[config.mk]
export PLATFORM = sky130hd
export DESIGN_NAME = fetch_unit
export DESIGN_NICKNAME = d
export VERILOG_FILES = /design/src/rtl/fetch_unit.sv
export SDC_FILE = /design/constraint.sdc
export NUM_CORES = 1
export LEC_CHECK = 0
export ABC_AREA = 1
export CORE_ASPECT_RATIO = 1.2
export CORE_UTILIZATION = 48
export CTS_CLUSTER_DIAMETER = 200
export DETAILED_ROUTE_END_ITERATION = 7
export HOLD_SLACK_MARGIN = 0.1
export PLACE_DENSITY = 0.82
export SLEW_MARGIN = 20
export SYNTH_ARGS = -nofsm -noshare
export SYNTH_HDL_FRONTEND = slang
export SYNTH_SLANG_ARGS = --single-unit
[constraint.sdc]
create_clock -name clk_i -period 3.7 [get_ports clk_i]
set_input_delay 0.74 -clock clk_i [delete_from_list [all_inputs] [get_ports clk_i]]
set_output_delay 0.74 -clock clk_i [all_outputs]
set_load 0.03 [all_outputs]
[src/rtl/fetch_unit.sv]
// fetch_unit: instruction fetch stage with a 2-entry in-order {pc, instr} buffer.
//
// The unit issues single-cycle fetch requests to instruction memory. It keeps at
// most one request outstanding, and it issues a request only when the buffer has a
// free slot for the response. A taken branch flushes the buffer and redirects the
// fetch PC. A response that is still in flight during a redirect is dropped.
//
// Ports:
//   clk_i, rst_i            clock; synchronous active-high reset
//   stall_i                 downstream holding; head entry is not consumed
//   branch_taken_i          redirect request; has priority over everything except reset
//   branch_target_i[31:0]   redirect address (bits [1:0] forced to 0)
//   imem_req_o              one-cycle fetch request (combinational)
//   imem_addr_o[31:0]       fetch address, meaningful while imem_req_o=1
//   imem_rvalid_i           in-order response strobe, >=1 cycle after its request
//   imem_rdata_i[31:0]      instruction word qualified by imem_rvalid_i
//   instr_o[31:0], PC_o     head entry (both 0 when valid_o=0)
//   valid_o                 buffer non-empty
//   fsm_state[1:0]          debug view of the request FSM (0 IDLE, 1 WAIT, 2 DISCARD)
//
// Handshake: the head entry is consumed on any cycle with valid_o=1, stall_i=0
// and branch_taken_i=0. The output side has no separate ready signal; stall_i=0
// acts as ready. The memory side has no back-pressure. A request is accepted in
// the cycle it is raised, and its response returns exactly once, in order.

module fetch_unit #(
    parameter logic [31:0] RESET_PC = 32'h0000_0000
) (
    input  logic        clk_i,
    input  logic        rst_i,
    input  logic        stall_i,
    input  logic        branch_taken_i,
    input  logic [31:0] branch_target_i,
    output logic        imem_req_o,
    output logic [31:0] imem_addr_o,
    input  logic        imem_rvalid_i,
    input  logic [31:0] imem_rdata_i,
    output logic [31:0] instr_o,
    output logic [31:0] PC_o,
    output logic        valid_o,
    output logic [1:0]  fsm_state
);

    typedef enum logic [1:0] {
        IDLE    = 2'd0,
        WAIT    = 2'd1,
        DISCARD = 2'd2
    } state_t;

    state_t            state;
    logic [31:0]       fetch_pc;
    logic [31:0]       req_pc;
    logic [1:0][31:0]  buf_pc;     // entry 0 is the head
    logic [1:0][31:0]  buf_instr;
    logic [1:0]        count;

    logic              push;
    logic              pop;
    logic              credit;
    logic [2:0]        occ;

    always_comb begin
        valid_o = (count != 2'd0);
        pop     = valid_o & ~stall_i & ~branch_taken_i;
        push    = (state == WAIT) & imem_rvalid_i & ~branch_taken_i;
        // The occupancy after this cycle must leave room for the response of any
        // request issued now. pop implies count>=1, so this cannot underflow.
        occ     = {1'b0, count} + {2'b00, push} - {2'b00, pop};
        credit  = (occ < 3'd2);
        // In WAIT, a new request may overlap the response that retires the old one.
        imem_req_o  = ~rst_i & ~branch_taken_i & credit &
                      ((state == IDLE) | ((state == WAIT) & imem_rvalid_i));
        imem_addr_o = fetch_pc;
        instr_o     = valid_o ? buf_instr[0] : 32'h0;
        PC_o        = valid_o ? buf_pc[0]    : 32'h0;
        fsm_state   = state;
    end

    always_ff @(posedge clk_i) begin
        if (rst_i) begin
            state     <= IDLE;
            fetch_pc  <= RESET_PC;
            req_pc    <= RESET_PC;
            count     <= 2'd0;
            buf_pc    <= '0;
            buf_instr <= '0;
        end else if (branch_taken_i) begin
            count    <= 2'd0;
            fetch_pc <= branch_target_i & 32'hFFFF_FFFC;
            // A response arriving right now is the one outstanding, so it is
            // dropped here and nothing remains in flight. Otherwise the pending
            // response must still be swallowed when it arrives.
            case (state)
                WAIT:    state <= imem_rvalid_i ? IDLE : DISCARD;
                DISCARD: state <= imem_rvalid_i ? IDLE : DISCARD;
                default: state <= IDLE;
            endcase
        end else begin
            case ({push, pop})
                2'b10: begin
                    if (count == 2'd0) begin
                        buf_pc[0]    <= req_pc;
                        buf_instr[0] <= imem_rdata_i;
                    end else begin
                        buf_pc[1]    <= req_pc;
                        buf_instr[1] <= imem_rdata_i;
                    end
                    count <= count + 2'd1;
                end
                2'b01: begin
                    buf_pc[0]    <= buf_pc[1];
                    buf_instr[0] <= buf_instr[1];
                    count        <= count - 2'd1;
                end
                2'b11: begin
                    // Simultaneous push and pop: the new entry lands behind the
                    // survivor, or becomes the head if the buffer held one entry.
                    if (count == 2'd1) begin
                        buf_pc[0]    <= req_pc;
                        buf_instr[0] <= imem_rdata_i;
                    end else begin
                        buf_pc[0]    <= buf_pc[1];
                        buf_instr[0] <= buf_instr[1];
                        buf_pc[1]    <= req_pc;
                        buf_instr[1] <= imem_rdata_i;
                    end
                end
                default: ;
            endcase

            if (imem_req_o) begin
                fetch_pc <= fetch_pc + 32'd4;
                req_pc   <= fetch_pc;
                state    <= WAIT;
            end else if ((state != IDLE) && imem_rvalid_i) begin
                state <= IDLE;
            end
        end
    end

endmodule

# Yosys cells after proc, flatten, opt, wreduce, memory -nomap -nowiden
# Index checks and enable logic that the tools add are counted.
[word_totals]
regBits = 196
in_bits = 69
output_inout_bits = 100
elab_cells = 72
[classes]
n_addsub = 5
magnitude_cmp = 1
n_eq_ne = 9
n_mux = 22
n_bitwise = 11
n_reduce_logical = 15
[ops]
columns = ["operator", "n"]
rows = [
  ["$mux W32", 12],
  ["$pmux W32 S3", 2],
  ["$pmux W32 S2", 2],
  ["$add A32 B3 Y32 const B", 1],
  ["$mux W2", 5],
  ["$reduce_bool A2 Y1", 5],
  ["$and A1 B1 Y1", 7],
  ["$eq A2 B1 Y1 const B", 3],
  ["$eq A2 B2 Y1 const B", 3],
  ["$ne A2 B2 Y1 const B", 3],
  ["$reduce_bool A3 Y1", 2],
  ["$logic_not A2 Y1", 2],
  ["$pmux W2 S2", 1],
  ["$reduce_and A4 Y1", 1],
  ["$reduce_or A2 Y1", 2],
  ["$add A2 B1 Y3", 1],
  ["$lt A3 B2 Y1 const B", 1],
  ["$not A1 Y1", 3],
  ["$reduce_and A3 Y1", 1],
  ["$sub A3 B1 Y3", 1],
  ["$add A2 B1 Y2 const B", 1],
  ["$reduce_and A2 Y1", 1],
  ["$sub A2 B1 Y2 const B", 1],
  ["$logic_and A1 B1 Y1", 1],
  ["$or A1 B1 Y1", 1],
]

# Depth between registers and ports, before layout
# Gate-level depths: netlist of run 1.
[depth]
ltp_word = 10
mapped_depth = 20
depth_no_buf = 18

# Worst setup path before layout of run 1
# OpenSTA, ideal clock, no wires.
[synth_timing]
path_type = "input-to-output"
from = "in branch_taken_i"
to = "out imem_req_o"
arrival_ps = 2914
required_time_ps = 2960
path_slack_ps = 46
path_stages = 13
n_path_buf = 4
path_cell_list = "buf_6 > buf_2 > buf_1 > nor2_1 > inv_1 > ha_1 > nand2_1 > fa_1 > inv_1 > nor2_4 > nand3_4 > inv_2 > buf_4"
[synth_between]
elab_chain_cells = 7
elab_cells_between_ends = 9
cone_classes = "add/sub (2); order compare (1); bitwise (6)"
[synth_lines]
columns = ["item", "line_no", "text"]
rows = [
  ["start: declaration", "32", "input logic branch_taken_i,"],
  ["$not A1 Y1 (no source line) *", "n/a", ""],
  ["$and A1 B1 Y1", "65", "push = (state == WAIT) & imem_rvalid_i & ~branch_taken_i;"],
  ["$add A2 B1 Y3", "68", "occ = {1'b0, count} + {2'b00, push} - {2'b00, pop};"],
  ["$sub A3 B1 Y3", "68", ""],
  ["$lt A3 B2 Y1", "69", "credit = (occ < 3'd2);"],
  ["$and A1 B1 Y1 * (2 in a row)", "71", "imem_req_o = ~rst_i & ~branch_taken_i & credit &"],
  ["end: declaration", "34", "output logic imem_req_o,"],
]
# Mark *: on every way between the ends. The rest lies on a longest branch, timed or not.

# Final worst setup path of run 1
[layout_timing]
from = "in imem_rvalid_i"
to = "out imem_req_o"
[layout_between]
elab_chain_cells = 7
elab_cells_between_ends = 8
cone_classes = "add/sub (2); order compare (1); bitwise (5)"
[layout_lines]
columns = ["item", "line_no", "text"]
rows = [
  ["start: declaration", "36", "input logic imem_rvalid_i,"],
  ["$and A1 B1 Y1 *", "65, 72", ""],
  ["$and A1 B1 Y1", "65", ""],
  ["$add A2 B1 Y3", "68", ""],
  ["$sub A3 B1 Y3", "68", ""],
  ["$lt A3 B2 Y1", "69", ""],
  ["$and A1 B1 Y1", "71", ""],
  ["$and A1 B1 Y1 *", "71", ""],
]
# Marks and branches as above.

==> results.cfg, run 1 <==
[sta]
drv_slew = 0
post-route-worst-setup-slack_ps = 108.9
worst_slew_margin_rel_pct = 29.37
layout_worst_path_cycle_share_pct = 97.06
clock_skew_ps = 8.992
final_period_minus_worst_setup_slack_ps = 3591
timing_worst_slew_pin_value_ps = 1059
max_clock_freq_mhz = 278.5
hold_viol_final = 0
setup_violation_total_in_the_final_timing_report = 0

[synthesis]
synth.ff_latch_count = 188
synth_simple_gate_area_share_pct = 17.44
synth-warning-count = 0
cell_type_with_the_highest_aggregate_area_in_the_netlist = dfxtp_1
post_synth_inst_count = 1336
avgSynthCellArea_sq_um = 6.912
cells_taking_the_most_area_after_synthesis = dfxtp_1 41%, inv_1 9.9%, a21oi_1 9.8%
muxShareOfSynthArea_pct = 0
synth.yosys.seq_area_share_pct = 40.76
share_of_the_synthesized_area_in_compound_gates_ao_oa_aoi_oai_pct = 23.44
yosys_most_used_dff = dfxtp_1
synth_enable_flop_cells = 0
async_reset_ff_share_pct = 0
largest_family_of_logic_cells_by_synthesized_area = compound AO/OA/AOI/OAI gates
synth_fa_ha_area_share_pct = 1.572
synth.cell_area_sq_um = 9234
synth-xor-area-share_pct = 0.9485
synthDistinctLibCells = 37
synth_top_cell_area_share_pct = 40.76

[floorplanning]
num_rows = 55
die-width_um = 128.6
initial_core_util_pct = 48.97
design.die.area_sq_um = 19800
top_level_port_count = 169
die_height_um = 153.9
core-area_sq_um = 18860

[power]
p_int_w = 0.003252
max-vdd-ir-drop_uv = 319.4
power_frac_clock_pct = 41.4
cellLeakagePower_nw = 4.858
swShare_pct = 27.22
power.net_switching_w = 0.001216
p_total_w = 0.004469
comb_power_share_pct = 10.8
power_density_nw_per_um2 = 387.0
power.share.sequential_pct = 47.9

[worst_hold_path]
startpoint_of_the_lowest_slack_hold_path = req_pc[11]$_SDFFE_PP0P_
hold_class = flop to flop
hold-path-endpoint = buf_pc[43]$_SDFFE_PP0P_
timing.hold.worst_path_depth = 2

[detailed_routing]
detailroute.via_count = 8905
first_iter_violations = 680
viasPerCell = 5.177
drt-pass1-iter-count = 5
route.final.wire_length_um = 23430
antenna_left = 0
routedWlPerCell_um = 13.62
drc = 0

[place]
place_worst_setup_slack_ps = 2.880
port_buffers = 162
gp_routability_congestion = 0.9397
hpwlAfterDp_um = 15570

[critical_path]
end_kind = output pin
start_kind = primary input
worst_r2r_endpoint = imem_addr_o[17]$_SDFFE_PP0P_
crit_type = primary input to output pin
ff2ff_path_depth = 17
worstPathRequired_ps = 2960
crit_fanout = 3
reg2reg_from = count[1]$_SDFFE_PP0N_
regToRegSetupSlack_ps = 670
crit_arrival_ps = 2850

[final_layout]
area_delta_synth_final_pct = 25.04
drive_above_1_share_pct = 6.148
antennaDiodeCount = 0
final_net_count = 1531

[global_routing]
largest_net_degree_at_the_start_of_global_routing = 96
grt-ovfl-total = 0
initial_antenna_violation_count = 0
first_global_vias = 7876
wire_length_of_the_first_global_routing_pass_um = 37310
grt.total_usage_pct = 23.28

[flow_run]
max_cap_viol_count = 0

[clocking]
clk_pin_slew_ps = 80
clkSinkCount = 188
tritoncts.num_buffers = 17
htreeDepth = 4
cts_tree = built
cts_max_path_buffers = 2
clock_tree.root_cell = clkbuf_16
clkLatencyLatePin_ps = 430
post_cts_hold_buffer_count = 0

[status]
outcome = completed
==> cells in the mapped netlist (2+ instances only) <==
master,number
xor2_1,9
buf_6,15
inv_2,6
a21oi_1,180
nor2_1,111
buf_2,26
nand3_1,97
a22oi_1,2
nand4_1,4
a31oi_1,3
inv_1,243
o21ai_0,169
buf_4,8
nor2_4,5
buf_1,12
a211oi_2,2
nand2_2,2
nand2_1,129
o21ai_1,63
dfxtp_1,188
nor2_2,7
nand2_4,2
clkbuf_1,29
nand3b_1,2
ha_1,10
==> cell usage in the layout (no fill, tap or decap), drive strengths merged <==
master and count:
nand2 133, conb 4, clkinv 4, o21ai 232
nand4 4, a22oi 2, dfxtp 188, a21oi 182
a31oi 3, and2 1, o211ai 1, buf 23
ha 10, dlymetal6s2s 1, bufinv 1, clkbuf 17
nand3b 2, inv 260, nand3 98, clkdlybuf4s50 159
o21bai 1, xnor2 1, xor2 9, a211oi 2
fa 1, nor2 124, nor3 1
==> kinds of logic after synthesis <==
family,after synthesis
adders and majority gates,11
buffers and inverters,340
AOI/OAI and AO/OA,423
DFF,188
and+or+nand+nor,363
xor gates and xnor gates,10
other,1
==> cell type report <==
type	instances	area [sq um]
fill	1733	7310
multi-input combinational	811	4055
sequential	188	3764
timing repair buffer	183	1863
inverter	250	945.9
clock buffer	17	425.4
tap	256	320.3
clock inverter	15	172.7
==> through the flow <==
stage | area [sq um] | cells | hold WS (ps) | TNS, ps | util [%]
global placement | 10890 | 1686 | 460.2 | 0 | 57.76
finish | 11550 | 1720 | 475.2 | 0 | 61.23
global route | 11550 | 1720 | 499.5 | -10.71 | 61.23
detailed placement | 10890 | 1686 | 467.8 | 0 | 57.76
CTS | 11490 | 1718 | 476.0 | 0 | 60.94
floorplan | 9245 | 1339 | 444.6 | 0 | -
==> worst max-delay path, cell delays in order <==
cell	delay (ps)
clkdlybuf4s50_1	480
nand2_1	80
nor2_2	140
inv_2	70
ha_4	260
nand2_1	70
fa_1	490
inv_1	60
nor2_4	120
nand3_4	110
inv_2	90
buf_6	130
==> power groups by stage <==
stage | combinational [W] | clock, W | sequential [W]
after CTS | 0.000477 | 0.00187 | 0.00214
final | 0.000482 | 0.00185 | 0.00214
after floorplan | 0.000258 | 0 | 0.00221
after detailed placement | 0.000474 | 0 | 0.00218
after global routing | 0.000527 | 0.00196 | 0.00214
after global placement | 0.000462 | 0 | 0.00218
==> metal layers <==
metal / GRT usage [%] / routed length (um) / vias to the layer above
met5: 0 / 0 / -
met4: 9.412 / 479 / 0
met3: 4.036 / 1652 / 35
met2: 39.36 / 11250 / 358
met1: 29.10 / 10050 / 4022
li1: - / - / 4490
==> how the worst max path moves through the flow <==
| stage | from | to | slack (ps) | cells past startpoint |
|---|---|---|---|---|
| finish | imem_rvalid_i | imem_req_o | 110 | 12 |
| global route | imem_rvalid_i | imem_req_o | -10 | 12 |
| CTS | imem_rvalid_i | imem_req_o | 10 | 12 |
| detailed placement | imem_rvalid_i | imem_addr_o[17]$_SDFFE_PP0P_ | 3 | 17 |
| global placement | imem_rvalid_i | imem_req_o | 60 | 12 |
| floorplan | branch_taken_i | imem_req_o | 50 | 13 |
==> state kept, by name, summed over array words and instances, names as in the netlist <==
name	cells
buf_pc	60
buf_instr	64
imem_addr_o	30
req_pc	30
count	2
fsm_state	2
==> what timing repair did <==
| action | in CTS | in global routing |
|---|---|---|
| gates resized for setup | 0 | 5 |
| setup buffers | 0 | 1 |
| endpoints found under the setup margin | 0 | 1 |
| endpoints found under the hold margin | 0 | 0 |
(Power assumes the default switching activity.)
==> run 2, diff against run 1 <==
--- a/config.mk
+++ b/config.mk
@@ -6,6 +6,7 @@
 export NUM_CORES = 1
 export LEC_CHECK = 0
 export ABC_AREA = 1
+export ABC_CLOCK_PERIOD_IN_PS = 3700
 export CORE_ASPECT_RATIO = 1.2
 export CORE_UTILIZATION = 48
 export CTS_CLUSTER_DIAMETER = 200
==> results of run 2 <==
Final layout, timing and power as in run 1 (identical DEF).
==> run 3, diff against run 2 <==
--- a/config.mk
+++ b/config.mk
@@ -17,3 +17,4 @@
 export SYNTH_ARGS = -nofsm -noshare
 export SYNTH_HDL_FRONTEND = slang
 export SYNTH_SLANG_ARGS = --single-unit
+export TNS_END_PERCENT = 100
==> results of run 3 <==
Final layout, timing and power as in run 1 (identical DEF).
